### config.mk
export PLATFORM = sky130hd
export DESIGN_NAME = mem_io_responder
export DESIGN_NICKNAME = d
export VERILOG_FILES = /design/src/rtl/mem_io_pkg.sv /design/src/rtl/io_reg_bank.sv /design/src/rtl/mem_io_responder.sv
export SDC_FILE = /design/constraint.sdc
export NUM_CORES = 1
export LEC_CHECK = 0
export BUFFER_PORTS_ARGS = -buffer_cell sky130_fd_sc_hd__buf_2
export CORE_MARGIN = 2
export CORE_UTILIZATION = 46
export CTS_CLUSTER_SIZE = 10
export DETAILED_ROUTE_END_ITERATION = 8
export PLACE_DENSITY_LB_ADDON = 0.08
export SLEW_MARGIN = 20
export SYNTH_ARGS = -nofsm -noshare
export SYNTH_HDL_FRONTEND = slang
export SYNTH_SLANG_ARGS = --single-unit
### constraint.sdc
create_clock -name Clk -period 1.9 [get_ports Clk]
set_input_delay 0.285 -clock Clk [delete_from_list [all_inputs] [get_ports Clk]]
set_output_delay 0.285 -clock Clk [all_outputs]
set_load 0.05 [all_outputs]
### src/rtl/mem_io_pkg.sv
// Shared definitions for the data-side memory/I/O responder: FSM state codes,
// access-target classification and the I/O register offsets.
package mem_io_pkg;

  // FSM state codes, kept as plain constants so legacy code can share them.
  localparam logic [1:0] ST_IDLE   = 2'd0;
  localparam logic [1:0] ST_ACCESS = 2'd1;
  localparam logic [1:0] ST_RESP   = 2'd2;

  // Where a latched request is routed.
  typedef enum logic [1:0] {
    TGT_RAM,
    TGT_IO,
    TGT_UNMAPPED
  } target_e;

  // Register offsets inside the I/O page.
  localparam logic [7:0] LED_OFF = 8'h00;
  localparam logic [7:0] SW_OFF  = 8'h01;
  localparam logic [7:0] CNT_OFF = 8'h02;

  // Coarse address decode. The whole I/O page classifies as TGT_IO; unused
  // offsets inside the page are flagged later by the register bank's hit output.
  function automatic target_e decode_target(input logic [15:0] addr,
                                            input int unsigned ram_aw,
                                            input logic [15:0] io_base);
    target_e tgt;
    if (32'(addr) < (32'd1 << ram_aw)) begin
      tgt = TGT_RAM;
    end else if ((addr >= io_base) && (32'(addr) <= 32'(io_base) + 32'h0000_00FF)) begin
      tgt = TGT_IO;
    end else begin
      tgt = TGT_UNMAPPED;
    end
    return tgt;
  endfunction

endpackage

### src/rtl/io_reg_bank.sv
// Memory-mapped board I/O: LED register, 2-flop switch synchronizer and a
// free-running 16-bit cycle counter. Reads are combinational on the offset.
module io_reg_bank
  import mem_io_pkg::*;
#(
  parameter int SW_W = 10
) (
  input  logic            clk_i,
  input  logic            rst_i,
  input  logic            we_i,
  input  logic [7:0]      off_i,
  input  logic [SW_W-1:0] wdata_i,
  input  logic [SW_W-1:0] switches_i,
  output logic [15:0]     rdata_o,
  output logic            hit_o,
  output logic [SW_W-1:0] leds_o
);

  logic [SW_W-1:0] leds_q;
  logic [SW_W-1:0] sw_meta_q;
  logic [SW_W-1:0] sw_sync_q;
  logic [15:0]     cnt_q;

  // Register state: LED writes, switch synchronizer and the cycle counter.
  always_ff @(posedge clk_i) begin
    if (rst_i) begin
      leds_q    <= '0;
      sw_meta_q <= '0;
      sw_sync_q <= '0;
      cnt_q     <= '0;
    end else begin
      sw_meta_q <= switches_i;
      sw_sync_q <= sw_meta_q;
      cnt_q     <= cnt_q + 16'd1;
      // Only the LED register is writable; other offsets drop the write silently.
      if (we_i && (off_i == LED_OFF)) begin
        leds_q <= wdata_i;
      end
    end
  end

  // Read mux; hit marks the offsets that exist (writes to read-only ones still hit).
  always_comb begin
    rdata_o = '0;
    hit_o   = 1'b0;
    case (off_i)
      LED_OFF: begin
        rdata_o = 16'(leds_q);
        hit_o   = 1'b1;
      end
      SW_OFF: begin
        rdata_o = 16'(sw_sync_q);
        hit_o   = 1'b1;
      end
      CNT_OFF: begin
        rdata_o = cnt_q;
        hit_o   = 1'b1;
      end
      default: begin
        rdata_o = '0;
        hit_o   = 1'b0;
      end
    endcase
  end

  assign leds_o = leds_q;

endmodule

### src/rtl/mem_io_responder.sv
// CPU data-side responder: accepts one load/store at a time, routes it to block
// RAM or the I/O register bank, and answers with a one-cycle Ack (plus Err for
// unmapped addresses).
module mem_io_responder
  import mem_io_pkg::*;
#(
  parameter int          RAM_AW  = 10,
  parameter int          RAM_LAT = 1,
  parameter logic [15:0] IO_BASE = 16'hFF00,
  parameter int          SW_W    = 10
) (
  input  logic              Clk,
  input  logic              Reset,
  input  logic              Req,
  input  logic              We,
  input  logic [15:0]       Addr,
  input  logic [15:0]       WData,
  output logic [15:0]       RData,
  output logic              Ack,
  output logic              Busy,
  output logic              Err,
  output logic [RAM_AW-1:0] RamAddr,
  output logic [15:0]       RamWData,
  output logic              RamWe,
  input  logic [15:0]       RamRData,
  input  logic [SW_W-1:0]   Switches,
  output logic [SW_W-1:0]   Leds
);

  logic [1:0]  state_q, state_d;
  target_e     tgt_q, tgt_d;
  logic        we_q, we_d;
  logic [15:0] addr_q, addr_d;
  logic [15:0] wdata_q, wdata_d;
  logic [1:0]  lat_q, lat_d;
  logic [15:0] rdata_q, rdata_d;
  logic        err_q, err_d;

  logic        io_we;
  logic [7:0]  io_off;
  logic [15:0] io_rdata;
  logic        io_hit;

  // Offset within the I/O page of the latched address.
  assign io_off = addr_q[7:0] - IO_BASE[7:0];
  assign io_we  = (state_q == ST_ACCESS) && (tgt_q == TGT_IO) && we_q;

  io_reg_bank #(
    .SW_W(SW_W)
  ) u_io_reg_bank (
    .clk_i     (Clk),
    .rst_i     (Reset),
    .we_i      (io_we),
    .off_i     (io_off),
    .wdata_i   (wdata_q[SW_W-1:0]),
    .switches_i(Switches),
    .rdata_o   (io_rdata),
    .hit_o     (io_hit),
    .leds_o    (Leds)
  );

  // Next-state logic: request capture, per-target access timing and response.
  always_comb begin
    // NOTE: every _d starts as its _q so no path through the case leaves a
    // signal unassigned, which would otherwise infer a latch.
    state_d = state_q;
    tgt_d   = tgt_q;
    we_d    = we_q;
    addr_d  = addr_q;
    wdata_d = wdata_q;
    lat_d   = lat_q;
    rdata_d = rdata_q;
    err_d   = err_q;
    case (state_q)
      ST_IDLE: begin
        if (Req) begin
          addr_d  = Addr;
          we_d    = We;
          wdata_d = WData;
          tgt_d   = decode_target(Addr, RAM_AW, IO_BASE);
          lat_d   = 2'(RAM_LAT);
          err_d   = 1'b0;
          state_d = ST_ACCESS;
        end
      end
      ST_ACCESS: begin
        case (tgt_q)
          TGT_RAM: begin
            if (we_q) begin
              state_d = ST_RESP;
            end else if (lat_q == 2'd0) begin
              // Last ACCESS cycle of a load: RAM data has settled.
              rdata_d = RamRData;
              state_d = ST_RESP;
            end else begin
              lat_d = lat_q - 2'd1;
            end
          end
          TGT_IO: begin
            err_d = !io_hit;
            if (!we_q) begin
              rdata_d = io_rdata;
            end
            state_d = ST_RESP;
          end
          default: begin
            err_d = 1'b1;
            if (!we_q) begin
              rdata_d = '0;
            end
            state_d = ST_RESP;
          end
        endcase
      end
      ST_RESP: begin
        state_d = ST_IDLE;
      end
      default: begin
        state_d = ST_IDLE;
      end
    endcase
  end

  // State and datapath registers with synchronous reset.
  always_ff @(posedge Clk) begin
    // NOTE: non-blocking assignments make every register update from the values
    // present before the edge, independent of statement order.
    if (Reset) begin
      state_q <= ST_IDLE;
      tgt_q   <= TGT_RAM;
      we_q    <= 1'b0;
      addr_q  <= '0;
      wdata_q <= '0;
      lat_q   <= '0;
      rdata_q <= '0;
      err_q   <= 1'b0;
    end else begin
      state_q <= state_d;
      tgt_q   <= tgt_d;
      we_q    <= we_d;
      addr_q  <= addr_d;
      wdata_q <= wdata_d;
      lat_q   <= lat_d;
      rdata_q <= rdata_d;
      err_q   <= err_d;
    end
  end

  assign Ack      = (state_q == ST_RESP);
  assign Err      = (state_q == ST_RESP) && err_q;
  assign Busy     = (state_q != ST_IDLE);
  assign RData    = rdata_q;
  assign RamAddr  = addr_q[RAM_AW-1:0];
  assign RamWData = wdata_q;
  assign RamWe    = (state_q == ST_ACCESS) && (tgt_q == TGT_RAM) && we_q;

endmodule

==> flow_metrics.tcl <==
set metrics [dict create \
    hold_path.class "in2reg" \
    io_pins 118 \
    fmax_ghz 0.561 \
    synth_cell_type_count 37 \
    p_per_area_nw_per_um2 878 \
    clock-sinks 96 \
    port_buffers 117 \
    grt_antenna_before_repair 0 \
    fin_worst_skew_ps 4.77 \
    die_x_um 95.7 \
    grt_remaining_overflow 0 \
    cts_buffers 9 \
    synth_warnings 0 \
    setup_viol 0 \
    initial_utilization_pct 47.3 \
    synth-seq-area-share_pct 49.7 \
    start_kind "flip-flop" \
    cp_data_required_time_ps 2180 \
    grt_usage_pct 19.1 \
    core.rowCount 33 \
    worstMarginPinSlew_ps 529 \
    antenna-diode-count 0 \
    detailed_place_hpwl_um 6120 \
    slew-limit-headroom_pct 64.7 \
    drc_errors 0 \
    p_leak_nw 2.08 \
    synth_seq_cells 96 \
    drt-total-wl_um 8530 \
    fin_util_pct 58.5 \
    postSynthCellCount 432 \
    hold_viol_final 0 \
    grt_pass1_wl_um 13700 \
    wl_per_cell_um 13.1 \
    final_max_slew_viol_count 0 \
    worstPathArrival_ps 2070 \
    clkTransAtPathRegs_ps 100 \
    drive_gt1_share_pct 29.8 \
    die_h_um 95.7 \
    gp_congestion 0.817 \
    tritoncts "done" \
    slowest_stage "or4_4" \
    grt_max_degree 67 \
    insertion_delay_ps 350 \
    grt_pass1_vias 2907 \
    peakVddDrop_uv 531 \
    ff_latch_area_sq_um 1920 \
    dr.pass1.iters 4 \
    syn_to_final_growth_pct 23.6 \
    rsz0062_at_grt "false" \
    clk_path_buf_depth 2 \
    postCtsHoldBufs 0 \
    path_class "reg2reg" \
    cts-root-buf "clkbuf_8" \
    dieArea_sq_um 9160 \
    antenna_left 0 \
    drt-initial-drc-count 185 \
    synth_area_sq_um 3870 \
    htreeDepth 3 \
    critical-path-max-stage-delay_ps 610 \
    multi_input_area_sq_um 1820 \
    status "finished clean" \
    vias 3244 \
    coreArea_sq_um 8180 \
    cp-end-kind "flip-flop" \
    syn_area_per_cell_sq_um 8.96 \
    cp_max_fo 10 \
    drv_cap 0 \
    nNetsFinal 606 \
    fin_crit_ps 1780 \
    routed_via_density 4.98 \
    fillers 762 \
    tns_ps 0 \
    cp_cell_sequence "nand2b_2 > or3_1 > or4_4 > o22ai_2" \
    post-route-period-util_pct 93.8 \
    synth.net_count 496 \
]
==> area by class of cell <==
cell class | instances | area share [%]
Sequential cell | 96 | 40.2
Tap cell | 105 | 2.75
Timing Repair Buffer | 128 | 14.3
Clock inverter | 7 | 1.81
Inverter | 4 | 0.314
Multi-Input combinational cell | 303 | 38.1
Clock buffer | 9 | 2.59
==> per-layer routing <==
metal  vias to the layer above  part of all wire (%)  global-route usage (%)
li1                       1691                     -                       -
met1                      1470                    47                    25.7
met2                        79                    46                    31.1
met3                         4                   5.8                    4.70
met4                         0                  0.73                    4.64
met5                         -                     0                       0
==> critical path, delay by kind of cell (launching register included) <==
family / cells / cell delay [ps]
AO/OA/AOI/OAI: 1 / 140
flip-flops: 1 / 460
AND/OR/NAND/NOR: 3 / 1110
==> registers in the layout, indices dropped and copies added (netlist names) <==
signal and cells:
RData 16, RamWData 16, addr_q 10, err_q 1, lat_q 2, state_q 2, tgt_q 2, u_io_reg_bank.cnt_q 16
u_io_reg_bank.leds_o 10, u_io_reg_bank.sw_meta_q 10, u_io_reg_bank.sw_sync_q 10, we_q 1
==> path summary, 6_finish.rpt <==
path / slack (ps) / depth (start not counted) / startpoint / endpoint
hold / removal: 130 / 2 / Switches[6] / u_io_reg_bank.sw_meta_q[6]
setup reg to reg: 120 / 4 / state_q[0] / RData[9]
setup / recovery: 120 / 4 / state_q[0] / RData[9]
hold reg to reg: 440 / 1 / u_io_reg_bank.sw_meta_q[5] / u_io_reg_bank.sw_sync_q[5]
==> report_power, final <==
part           internal (mW)  switching (mW)
sequential              2.10          0.0596
combinational          0.213           0.433
clock                  0.639           0.750
==> synth_stat cells (all sizes together) <==
| cell | number | share of area (%) |
|---|---|---|
| o22ai | 10 | 3.2 |
| and4bb | 1 | 0.32 |
| o21ai | 2 | 0.26 |
| clkbuf | 20 | 1.9 |
| nor3 | 16 | 2.2 |
| or2 | 2 | 0.32 |
| nand4 | 4 | 0.65 |
| mux2 | 1 | 0.29 |
| mux2i | 30 | 7.8 |
| dfxtp | 96 | 50 |
| nor2b | 23 | 3.7 |
| inv | 4 | 0.39 |
| a21oi | 44 | 5.7 |
| and3 | 2 | 0.32 |
| a211oi | 1 | 0.19 |
| a221oi | 6 | 1.4 |
| or4 | 2 | 0.49 |
| ha | 2 | 0.65 |
| xnor2 | 9 | 2.0 |
| nor4 | 7 | 1.1 |
| or3 | 5 | 0.81 |
| and2b | 2 | 0.39 |
| nor2 | 44 | 4.3 |
| and4b | 1 | 0.26 |
| nand2 | 63 | 6.1 |
| and2 | 12 | 1.9 |
| xor2 | 2 | 0.45 |
| nor4b | 2 | 0.45 |
| nand2b | 2 | 0.39 |
| nand3 | 7 | 0.91 |
| nand4b | 1 | 0.23 |
| buf | 9 | 1.2 |
==> stage by stage <==
stage	instance area [sq um]	cells	power (mW)	worst slack [ps]	hold slack, ps
after CTS	4780	652	4.25	107	115
final	4780	652	4.20	117	134
after floorplan	3870	432	2.67	93.2	413
after global placement	4570	636	2.85	168	421
after global routing	4780	652	4.39	19.8	116
after detailed placement	4570	636	2.86	130	422
==> kinds of logic after synthesis <==
family                   Yosys count  synth area share (%)
AND/OR/NAND/NOR                  196                  24.9
flip-flops                        96                  49.7
AO/OA/AOI/OAI                     63                  10.7
buffers and inverters             33                  3.52
multiplexers                      31                  8.05
XOR/XNOR                          11                  2.49
adder cells (fa/ha/maj)            2                 0.647
==> placed cells by master, fill, tap and decap left out, drive strengths merged, types with 4 or more instances in the layout <==
| cell | count |
|---|---|
| nor2 | 44 |
| a21oi | 44 |
| nor2b | 23 |
| buf | 128 |
| nand2 | 63 |
| clkbuf | 9 |
| mux2i | 30 |
| dfxtp | 96 |
| nor4 | 7 |
| xnor2 | 9 |
| nand3 | 7 |
| nand4 | 4 |
| nor3 | 16 |
| a221oi | 6 |
| inv | 8 |
| and2 | 12 |
| or3 | 5 |
| o22ai | 10 |
==> repair_timing <==
| item | CTS | global route |
|---|---|---|
| buffers inserted | 0 | 0 |
| resized for setup | 0 | 1 |
| setup endpoints to repair | 0 | 1 |
Power figures use the tool's default switching activity.
